===== config.mk =====
export PLATFORM = sky130hd
export DESIGN_NAME = serial_rx_frame
export DESIGN_NICKNAME = d
export VERILOG_FILES = /design/src/rtl/serial_rx_frame.sv
export SDC_FILE = /design/constraint.sdc
export NUM_CORES = 1
export LEC_CHECK = 0
export BUFFER_PORTS_ARGS = -buffer_cell sky130_fd_sc_hd__buf_2
export CORE_MARGIN = 5
export CORE_UTILIZATION = 51
export DETAILED_ROUTE_END_ITERATION = 6
export PLACE_DENSITY = 0.71
export SLEW_MARGIN = 10
export SYNTH_ARGS = -nofsm -noshare
export SYNTH_HDL_FRONTEND = slang
export SYNTH_SLANG_ARGS = --single-unit
export TNS_END_PERCENT = 5

===== constraint.sdc =====
create_clock -name clk -period 1.8 [get_ports clk]
set_input_delay 0.18 -clock clk [delete_from_list [all_inputs] [get_ports clk]]
set_output_delay 0.18 -clock clk [all_outputs]
set_load 0.005 [all_outputs]

===== src/rtl/serial_rx_frame.sv =====
// serial_rx_frame
//   Receives one serial frame per start bit (one bit per clk cycle, idle
//   high): start bit, DATA_BITS data bits, optional parity bit, STOP_BITS
//   stop bits. It holds each good word for a valid/ready consumer.
//
//   state      | meaning
//   -----------+-------------------------------------------------------
//   S_IDLE     | line idle, waiting for a 0 (start bit)
//   S_DATA     | shifting in data bits, bit_cnt counts samples
//   S_PARITY   | sampling the parity bit (only when PARITY_EN=1)
//   S_STOP     | sampling stop bits, bit_cnt counts stop bits
//   S_ERR_WAIT | bad stop bit seen, waiting for line to return to 1
//
// Ports
//   clk            : clock, rising edge
//   reset          : synchronous active-low reset
//   in             : serial line input
//   out_ready      : consumer accepts held word when out_valid=1
//   out_data       : held word (stable while out_valid=1)
//   out_valid      : held word available until accepted
//   out_parity_err : parity mismatch for held word
//   frame_err      : one-cycle pulse, stop bit sampled as 0
//   overrun        : one-cycle pulse, unaccepted word overwritten
//   busy           : high whenever the FSM is not idle
module serial_rx_frame #(
    parameter int DATA_BITS  = 8,
    parameter int PARITY_EN  = 0,
    parameter int PARITY_ODD = 0,
    parameter int STOP_BITS  = 1,
    parameter int LSB_FIRST  = 1
) (
    input  logic                 clk,
    input  logic                 reset,
    input  logic                 in,
    input  logic                 out_ready,
    output logic [DATA_BITS-1:0] out_data,
    output logic                 out_valid,
    output logic                 out_parity_err,
    output logic                 frame_err,
    output logic                 overrun,
    output logic                 busy
);

    // One spare code so the counter can never wrap inside a frame.
    localparam int CNT_W = $clog2(DATA_BITS + 1);

    localparam logic [2:0] S_IDLE     = 3'd0;
    localparam logic [2:0] S_DATA     = 3'd1;
    localparam logic [2:0] S_PARITY   = 3'd2;
    localparam logic [2:0] S_STOP     = 3'd3;
    localparam logic [2:0] S_ERR_WAIT = 3'd4;

    logic [2:0]           state;
    logic [CNT_W-1:0]     bit_cnt;
    logic [DATA_BITS-1:0] shift_reg;
    logic                 par_err;
    logic                 data_last;
    logic                 stop_last;
    logic                 commit;

    assign data_last = (bit_cnt == CNT_W'(DATA_BITS - 1));
    assign stop_last = (bit_cnt == CNT_W'(STOP_BITS - 1));
    assign commit    = (state == S_STOP) && in && stop_last;
    assign busy      = (state != S_IDLE);

    always_ff @(posedge clk) begin
        if (!reset) begin
            state     <= S_IDLE;
            bit_cnt   <= '0;
            shift_reg <= '0;
            par_err   <= 1'b0;
            frame_err <= 1'b0;
        end else begin
            frame_err <= 1'b0;
            case (state)
                S_IDLE: begin
                    if (!in) begin
                        state   <= S_DATA;
                        bit_cnt <= '0;
                        par_err <= 1'b0;
                    end
                end
                S_DATA: begin
                    if (LSB_FIRST != 0)
                        shift_reg <= {in, shift_reg[DATA_BITS-1:1]};
                    else
                        shift_reg <= {shift_reg[DATA_BITS-2:0], in};
                    if (data_last) begin
                        bit_cnt <= '0;
                        state   <= (PARITY_EN != 0) ? S_PARITY : S_STOP;
                    end else begin
                        bit_cnt <= bit_cnt + 1'b1;
                    end
                end
                S_PARITY: begin
                    par_err <= (((^shift_reg) ^ in) != 1'(PARITY_ODD));
                    state   <= S_STOP;
                end
                S_STOP: begin
                    if (!in) begin
                        // Any bad stop bit aborts at once; the word is dropped.
                        state     <= S_ERR_WAIT;
                        frame_err <= 1'b1;
                        bit_cnt   <= '0;
                    end else if (stop_last) begin
                        state   <= S_IDLE;
                        bit_cnt <= '0;
                    end else begin
                        bit_cnt <= bit_cnt + 1'b1;
                    end
                end
                S_ERR_WAIT: begin
                    if (in)
                        state <= S_IDLE;
                end
                default: state <= S_IDLE;
            endcase
        end
    end

    // Output holding register; a commit always wins over a handshake clear.
    always_ff @(posedge clk) begin
        if (!reset) begin
            out_data       <= '0;
            out_valid      <= 1'b0;
            out_parity_err <= 1'b0;
            overrun        <= 1'b0;
        end else begin
            overrun <= 1'b0;
            if (commit) begin
                out_data       <= shift_reg;
                out_parity_err <= par_err;
                out_valid      <= 1'b1;
                overrun        <= out_valid && !out_ready;
            end else if (out_valid && out_ready) begin
                out_valid <= 1'b0;
            end
        end
    end

endmodule


### Word level (Yosys, flattened, before mapping)

Cells that the tools add are included.

| word-level totals | value |
|---|---|
| input bits | 4 |
| output and inout bits | 13 |
| register bits after elaboration | 28 |
| logic and storage cells | 53 |

| cells by class | value |
|---|---|
| reduce and logical (&&, ||, !) cells | 17 |
| add/sub/neg operators | 1 |
| bitwise logic cells | 1 |
| multiplexer cells | 16 |
| equality and inequality tests | 9 |

Operators with widths:

| kind | count |
|---|---|
| 4-bit 2-to-1 mux | 4 |
| 3-bit 2-to-1 mux | 5 |
| 3-bit one-hot mux with 5 select lines | 1 |
| 4-bit one-hot mux with 3 select lines | 1 |
| 2-bit AND reduction | 4 |
| 8-bit XOR reduction | 1 |
| 3-bit by 2-bit equality test with 1-bit output (second input constant) | 2 |
| 2-bit inequality test (second input constant) | 3 |
| 3-bit nonzero test | 2 |
| 4-bit by 1-bit adder with 4-bit output (second input constant) | 1 |
| 4-bit by 3-bit equality test with 1-bit output (second input constant) | 1 |
| 1-bit logical AND | 4 |
| 4-bit logical NOT | 1 |
| 1-bit 2-to-1 mux | 4 |
| 4-bit AND reduction | 1 |
| 2-bit nonzero test | 2 |
| 3-bit by 1-bit equality test with 1-bit output (second input constant) | 1 |
| 3-bit equality test (second input constant) | 1 |
| 3-bit logical NOT | 1 |
| 3-bit inequality test (second input constant) | 1 |
| 1-bit one-hot mux with 2 select lines | 1 |
| 1-bit logical NOT | 1 |
| 1-bit bitwise XOR | 1 |

### Logic depth before layout (Yosys ltp)

Gate-level depths: netlist of the first run.

| depth | value |
|---|---|
| depth after elaboration | 4 |
| mapped depth | 8 |
| depth with buffers taken out | 7 |

### Worst setup path after synthesis of the first run

OpenSTA, ideal clock, no wires.

| path | value |
|---|---|
| kind | flip-flop to flip-flop |
| from | reg bit_cnt[0] |
| to | reg bit_cnt[3] |
| clock period less this slack | 1.530 ns |
| data arrival time | 1.456 ns |
| stages on the path, launching flop included | 8 |
| data required time | 1.726 ns |
| setup time | 0.074 ns |
| buffers on the path | 0 |
| path slack | 0.270 ns |
| path through | dfxtp_1 inv_1 ha_1 nor3b_4 o21ai_2 o311ai_1 or3_1 a31oi_1 |

| on the way | value |
|---|---|
| word-level cells in the longest chain between the ends | 4 |
| elaborated cells between the ends (all ways) | 7 |
| those cells by class | add/sub (1); eq/ne (1); mux (4); reduce/logical (1) |

Ends and longest elaborated chain:

| element | line | text |
|---|---|---|
| start: declaration | 54 | `logic [CNT_W-1:0] bit_cnt;` |
| start signal: assignment | 92 | `bit_cnt <= bit_cnt + 1'b1;` |
| start signal: assignment | 109 | `bit_cnt <= bit_cnt + 1'b1;` |
| 4-bit by 1-bit adder with 4-bit output or 4-bit logical NOT (tied branches) | 92, 109, 62 |  |
| 4-bit 2-to-1 mux | 105 | `end else if (stop_last) begin` |
| 4-bit 2-to-1 mux | 100 | `if (!in) begin` |
| 4-bit one-hot mux with 3 select lines * | 75 | `case (state)` |

Every way passes the cells marked *; elsewhere a longest branch is shown, timed or not.
A chain may end at the register's enable or synchronous reset.

### Worst setup path after layout of the first run

Ends and elaborated chain as after synthesis.

==> results.cfg, run 1 <==
[floorplanning]
start_util_pct = 52.9
die_x_um = 60.7
std_cell_rows = 18
dieHeight_um = 60.7
coreArea_um2 = 2480
dieArea_um2 = 3680
pin_count = 17

[global_route]
grt_pass1_wl_um = 4220
track_usage_pct = 15.1
overflow = 0
grt_pass1_vias = 964
antenna_found_initial = 0
grt_max_degree = 17

[synthesis]
synth.area.top_cells = dfxtp_1, mux2i_1, nor2_1, xnor2_1, nor2b_1
syn_area_um2 = 1310
ys_seq_elements = 28
yosysTopAreaCell = dfxtp_1
netlist.area_leader.share_pct = 42.8
synthCells = 138
ys_seq_area_share_pct = 42.8
async_reset_ff_share_pct = 0
syn_nets = 144
synth_edf_count = 0
synth.avg_cell_area_um2 = 9.49
ys.flop_type = dfxtp_1
yosys_warnings = 0
yosysUniqueCellTypes = 37

[finish]
fin_cells = 183
num_antenna_cells = 0
final_area_um2 = 1450
drive_above_1_share_pct = 20.9
final_nets = 160
final_cell_mix = dfxtp_1, nor2_1, mux2i_1, buf_2, nor2b_1
final_common_cell = dfxtp_1
area_delta_synth_final_pct = 10.7

[routing]
vias = 1001
ant_nets = 0
drt_wl_total_um = 2390
vias_per_cell = 5.47
drt_iter0_markers = 26
drc_errors = 0
dr.pass1.iters = 4
wl_per_cell_um = 13.0

[clocking]
clock_path_buffers = 2
worst_skew_pair.late_latency_ns = 0.33
cts_made_buffers = 3
h-tree-depth = 1
clk_pin_slew_worst_paths_ns = 0.15
cts_tree = built
hold_buffers = 0
numClockSinks = 28
cts_root_buf = clkbuf_4

[sta]
grt_setup_unrepaired = false
finClkSkew_ns = 0.00826
finalCritPeriodShare_pct = 93.6
hold_viol = 0
setup_tns_ns = 0
setup_viol = 0
slew_headroom_pct = 66.4
fin_ws_ns = 0.115
worstMarginPinSlew_ns = 0.502
period_needed_ns = 1.68
fmax_mhz = 594
drv_slew = 0

[worst_setup_path]
critPathBufInv = 1
critPathSlowestCell = dfxtp_2
start_kind = flop
worstPathRequired_ns = 2.07
endpoint_kind = flop
cp.arrival_ns = 1.95
slowest_delay_ns = 0.39
crit_fanout = 5
cpLargestDelayFamily = simple AND/OR/NAND/NOR gates
critPathKind = reg2reg
path_cells = inv_1 -> ha_1 -> nor3b_4 -> o21ai_2 -> o311ai_1 -> or3_1 -> a31oi_1

[run_status]
status = finished, final reports clean

[run]
drv_cap = 0

[placed_design]
io_buffer_count = 16
dpl_worst_slack_ns = 0.126
hpwl_um = 1730
place_congestion = 0.901
dp_cells = 179
post_dp_cell_area_um2 = 1410

[power]
peakVddDrop_mv = 0.376
p_per_area_nw_per_um2 = 718
p_leak_nw = 0.573

[hold_path]
min_path_type = in2reg
## worst min-delay path: stages
cell,delay [ns]
buf_2,0.08
nor2b_1,0.04
o21a_1,0.15
## metal layers
layer	vias up	GRT usage, %	routed length, um
met5	-	0	0
met4	0	6.50	41
met3	5	3.19	129
met2	33	23.4	1080
met1	465	20.2	1140
li1	498	-	-
## power by group
group / leakage (nW) / switching (mW) / internal (mW)
Combinational: 0.325 / 0.0538 / 0.0416
Clock: 0.0210 / 0.184 / 0.124
Sequential: 0.227 / 0.0107 / 0.628
## kinds of logic after synthesis
kind of cell | count (synthesis) | share of synthesized area, %
AND/OR/NAND/NOR | 46 | 20.2
flip-flops | 28 | 42.8
AO/OA/AOI/OAI | 22 | 10.7
multiplexers | 17 | 13.0
buffers and inverters | 14 | 5.35
XOR/XNOR | 9 | 6.02
adder cells (fa/ha/maj) | 2 | 1.91
## cells in the mapped netlist, types with 2 or more instances
| master | count |
|---|---|
| a21oi_1 | 6 |
| buf_2 | 2 |
| buf_4 | 2 |
| clkbuf_1 | 2 |
| dfxtp_1 | 28 |
| ha_1 | 2 |
| inv_1 | 5 |
| inv_2 | 2 |
| mux2i_1 | 17 |
| nand2_1 | 7 |
| nand4_1 | 2 |
| nor2_1 | 17 |
| nor2b_1 | 9 |
| nor3_1 | 2 |
| o21a_1 | 2 |
| o21ai_0 | 5 |
| xnor2_1 | 7 |
| xor2_1 | 2 |
## metrics by stage
stage | hold WS (ns) | util, % | total power [mW]
floorplan | 0.308 | - | 0.727
global placement | 0.470 | 57.0 | 0.742
detailed placement | 0.478 | 57.0 | 0.745
CTS | 0.152 | 58.4 | 1.05
global route | 0.133 | 58.5 | 1.09
finish | 0.155 | 58.5 | 1.04
## layout make-up
| cell class | instances | area [um^2] |
|---|---|---|
| well taps | 30 | 37.5 |
| flip-flops and latches | 28 | 563 |
| fillers | 232 | 1030 |
| inverters | 7 | 26.3 |
| clock buffers | 4 | 36.3 |
| multi-input cells | 96 | 679 |
| repair buffers | 18 | 108 |
## path summary, 6_finish.rpt
path,end,start,cells after the start,slack [ns]
max reg2reg,bit_cnt[3]$_SDFFE_PN0P_,bit_cnt[0]$_SDFFE_PN0P_,7,0.12
min reg2reg,par_err$_SDFFE_PN0P_,par_err$_SDFFE_PN0P_,2,0.50
max,bit_cnt[3]$_SDFFE_PN0P_,bit_cnt[0]$_SDFFE_PN0P_,7,0.12
min,out_valid$_SDFFE_PN0P_,out_ready,3,0.15
## what timing repair did
action / in CTS / in global routing
buffers inserted: 0 / 0
gates resized for setup: 0 / 2
endpoints found under the setup margin: 0 / 1
Power figures use the tool's default switching activity.
==> run 2: changes to the inputs <==
- CORE_MARGIN: 5 -> 3
- SLEW_MARGIN: 10 -> 30
- clock period: 1.8 -> 1.9 ns (I/O delays scaled with it)
==> results.cfg, run 2 (same netlist as run 1, synthesis figures left out) <==
[sta]
grt_setup_unrepaired = false
finClkSkew_ns = 0.00465
drv_slew = 0
worstMarginPinSlew_ns = 0.510
hold_viol = 0
fmax_mhz = 584
setup_tns_ns = 0
finalCritPeriodShare_pct = 90.1
setup_viol = 0
period_needed_ns = 1.71
timing.hold.ws_ns = 0.174
slew_headroom_pct = 65.9

[routing]
wl_met3_um = 79
ant_nets = 0
vias = 979
dr.pass1.iters = 4
wl_per_cell_um = 13.1
routed.top_layer = met4
drt-met1-wl_um = 1160
wl_met2_um = 1090
drt_wl_total_um = 2370
drc_errors = 0
vias_per_cell = 5.41
drt_iter0_markers = 11

[global_route]
grt_pass1_wl_um = 4200
grt_pass1_vias = 943
overflow = 0
antenna_found_initial = 0
grt_max_degree = 17
track_usage_pct = 16.2

[hold_path]
min_path_type = in2reg
min_delay_path_depth = 3

[run_status]
status = finished, final reports clean

[finish]
final_common_cell = dfxtp_1
final-seq-area_um2 = 561
fin_util_pct = 62.5
nFillCells = 210
area_delta_synth_final_pct = 10.6
num_antenna_cells = 0
multi_input_area_um2 = 679
drive_above_1_share_pct = 19.6
final_cell_mix = dfxtp_1, nor2_1, mux2i_1, buf_2, nor2b_1
final_area_um2 = 1450
final_nets = 160

[clocking]
worst_skew_pair.late_latency_ns = 0.32
cts_tree = built
h-tree-depth = 1
ctsResizeCount = 0
postCtsSetupBuffers = 0
hold_buffers = 0
clock_path_buffers = 2
cts_made_buffers = 3
clk_pin_slew_worst_paths_ns = 0.15
numClockSinks = 28
cts_root_buf = clkbuf_4

[floorplanning]
pin_count = 17
std_cell_rows = 17
dieArea_um2 = 3210
dieHeight_um = 56.7
start_util_pct = 56.5
coreArea_um2 = 2320
die_x_um = 56.7

[worst_setup_path]
endpoint_kind = flop
cp.arrival_ns = 1.95
start_kind = flop
r2r_setup_slack_ns = 0.19
crit_path_end = out_data[6]$_SDFFE_PN0P_
reg2reg_to = out_data[6]$_SDFFE_PN0P_
critPathKind = reg2reg
critPathLaunch = bit_cnt[0]$_SDFFE_PN0P_
crit_fanout = 11
r2r_cells = 7
rr_startpoint = bit_cnt[0]$_SDFFE_PN0P_
worstPathRequired_ns = 2.14

[placed_design]
post_dp_cell_area_um2 = 1400
place_congestion = 0.844
io_buffer_count = 16
hpwl_um = 1690

[power]
p_per_area_nw_per_um2 = 746
p_leak_nw = 0.576
peakVddDrop_mv = 0.609

[run]
drv_cap = 0
run 2: area by class of cell:
cell class / instances / area share [%]
multi-input cells: 96 / 46.9
well taps: 28 / 2.42
inverters: 7 / 1.81
flip-flops and latches: 28 / 38.7
clock buffers: 3 / 1.55
clock inverters: 1 / 2.07
repair buffers: 18 / 6.56
run 2: critical path: stages (launching register included):
cell and delay [ns]:
dfxtp_1 0.37, inv_1 0.06, ha_1 0.14, nor3b_4 0.26
nand3_2 0.14, nor2_4 0.35, mux2i_1 0.24, nor2b_1 0.06
run 2: through the flow:
step	setup slack [ns]	total power [mW]	instances
after global placement	0.255	0.706	177
after detailed placement	0.191	0.708	177
after floorplan	0.370	0.689	138
after CTS	0.160	1.09	181
final	0.188	1.08	181
after global routing	0.0238	1.13	181
run 2: metal layers:
metal	vias up	global-route usage, %
met1	452	22.5
met4	0	6.10
met2	20	25.4
met3	5	2.07
met5	-	0
li1	502	-
run 2: worst min-delay path by stage:
stage / to / from
detailed placement: out_data[3]$_SDFFE_PN0P_ / out_data[3]$_SDFFE_PN0P_
CTS: out_valid$_SDFFE_PN0P_ / out_ready
finish: out_valid$_SDFFE_PN0P_ / out_ready
global route: out_valid$_SDFFE_PN0P_ / out_ready
global placement: out_data[0]$_SDFFE_PN0P_ / out_data[0]$_SDFFE_PN0P_
floorplan: out_data[5]$_SDFFE_PN0P_ / reset
run 2: power by group:
part / switching [mW] / internal [mW]
clock: 0.170 / 0.213
combinational: 0.0540 / 0.0415
sequential: 0.00684 / 0.594
total: 0.231 / 0.849
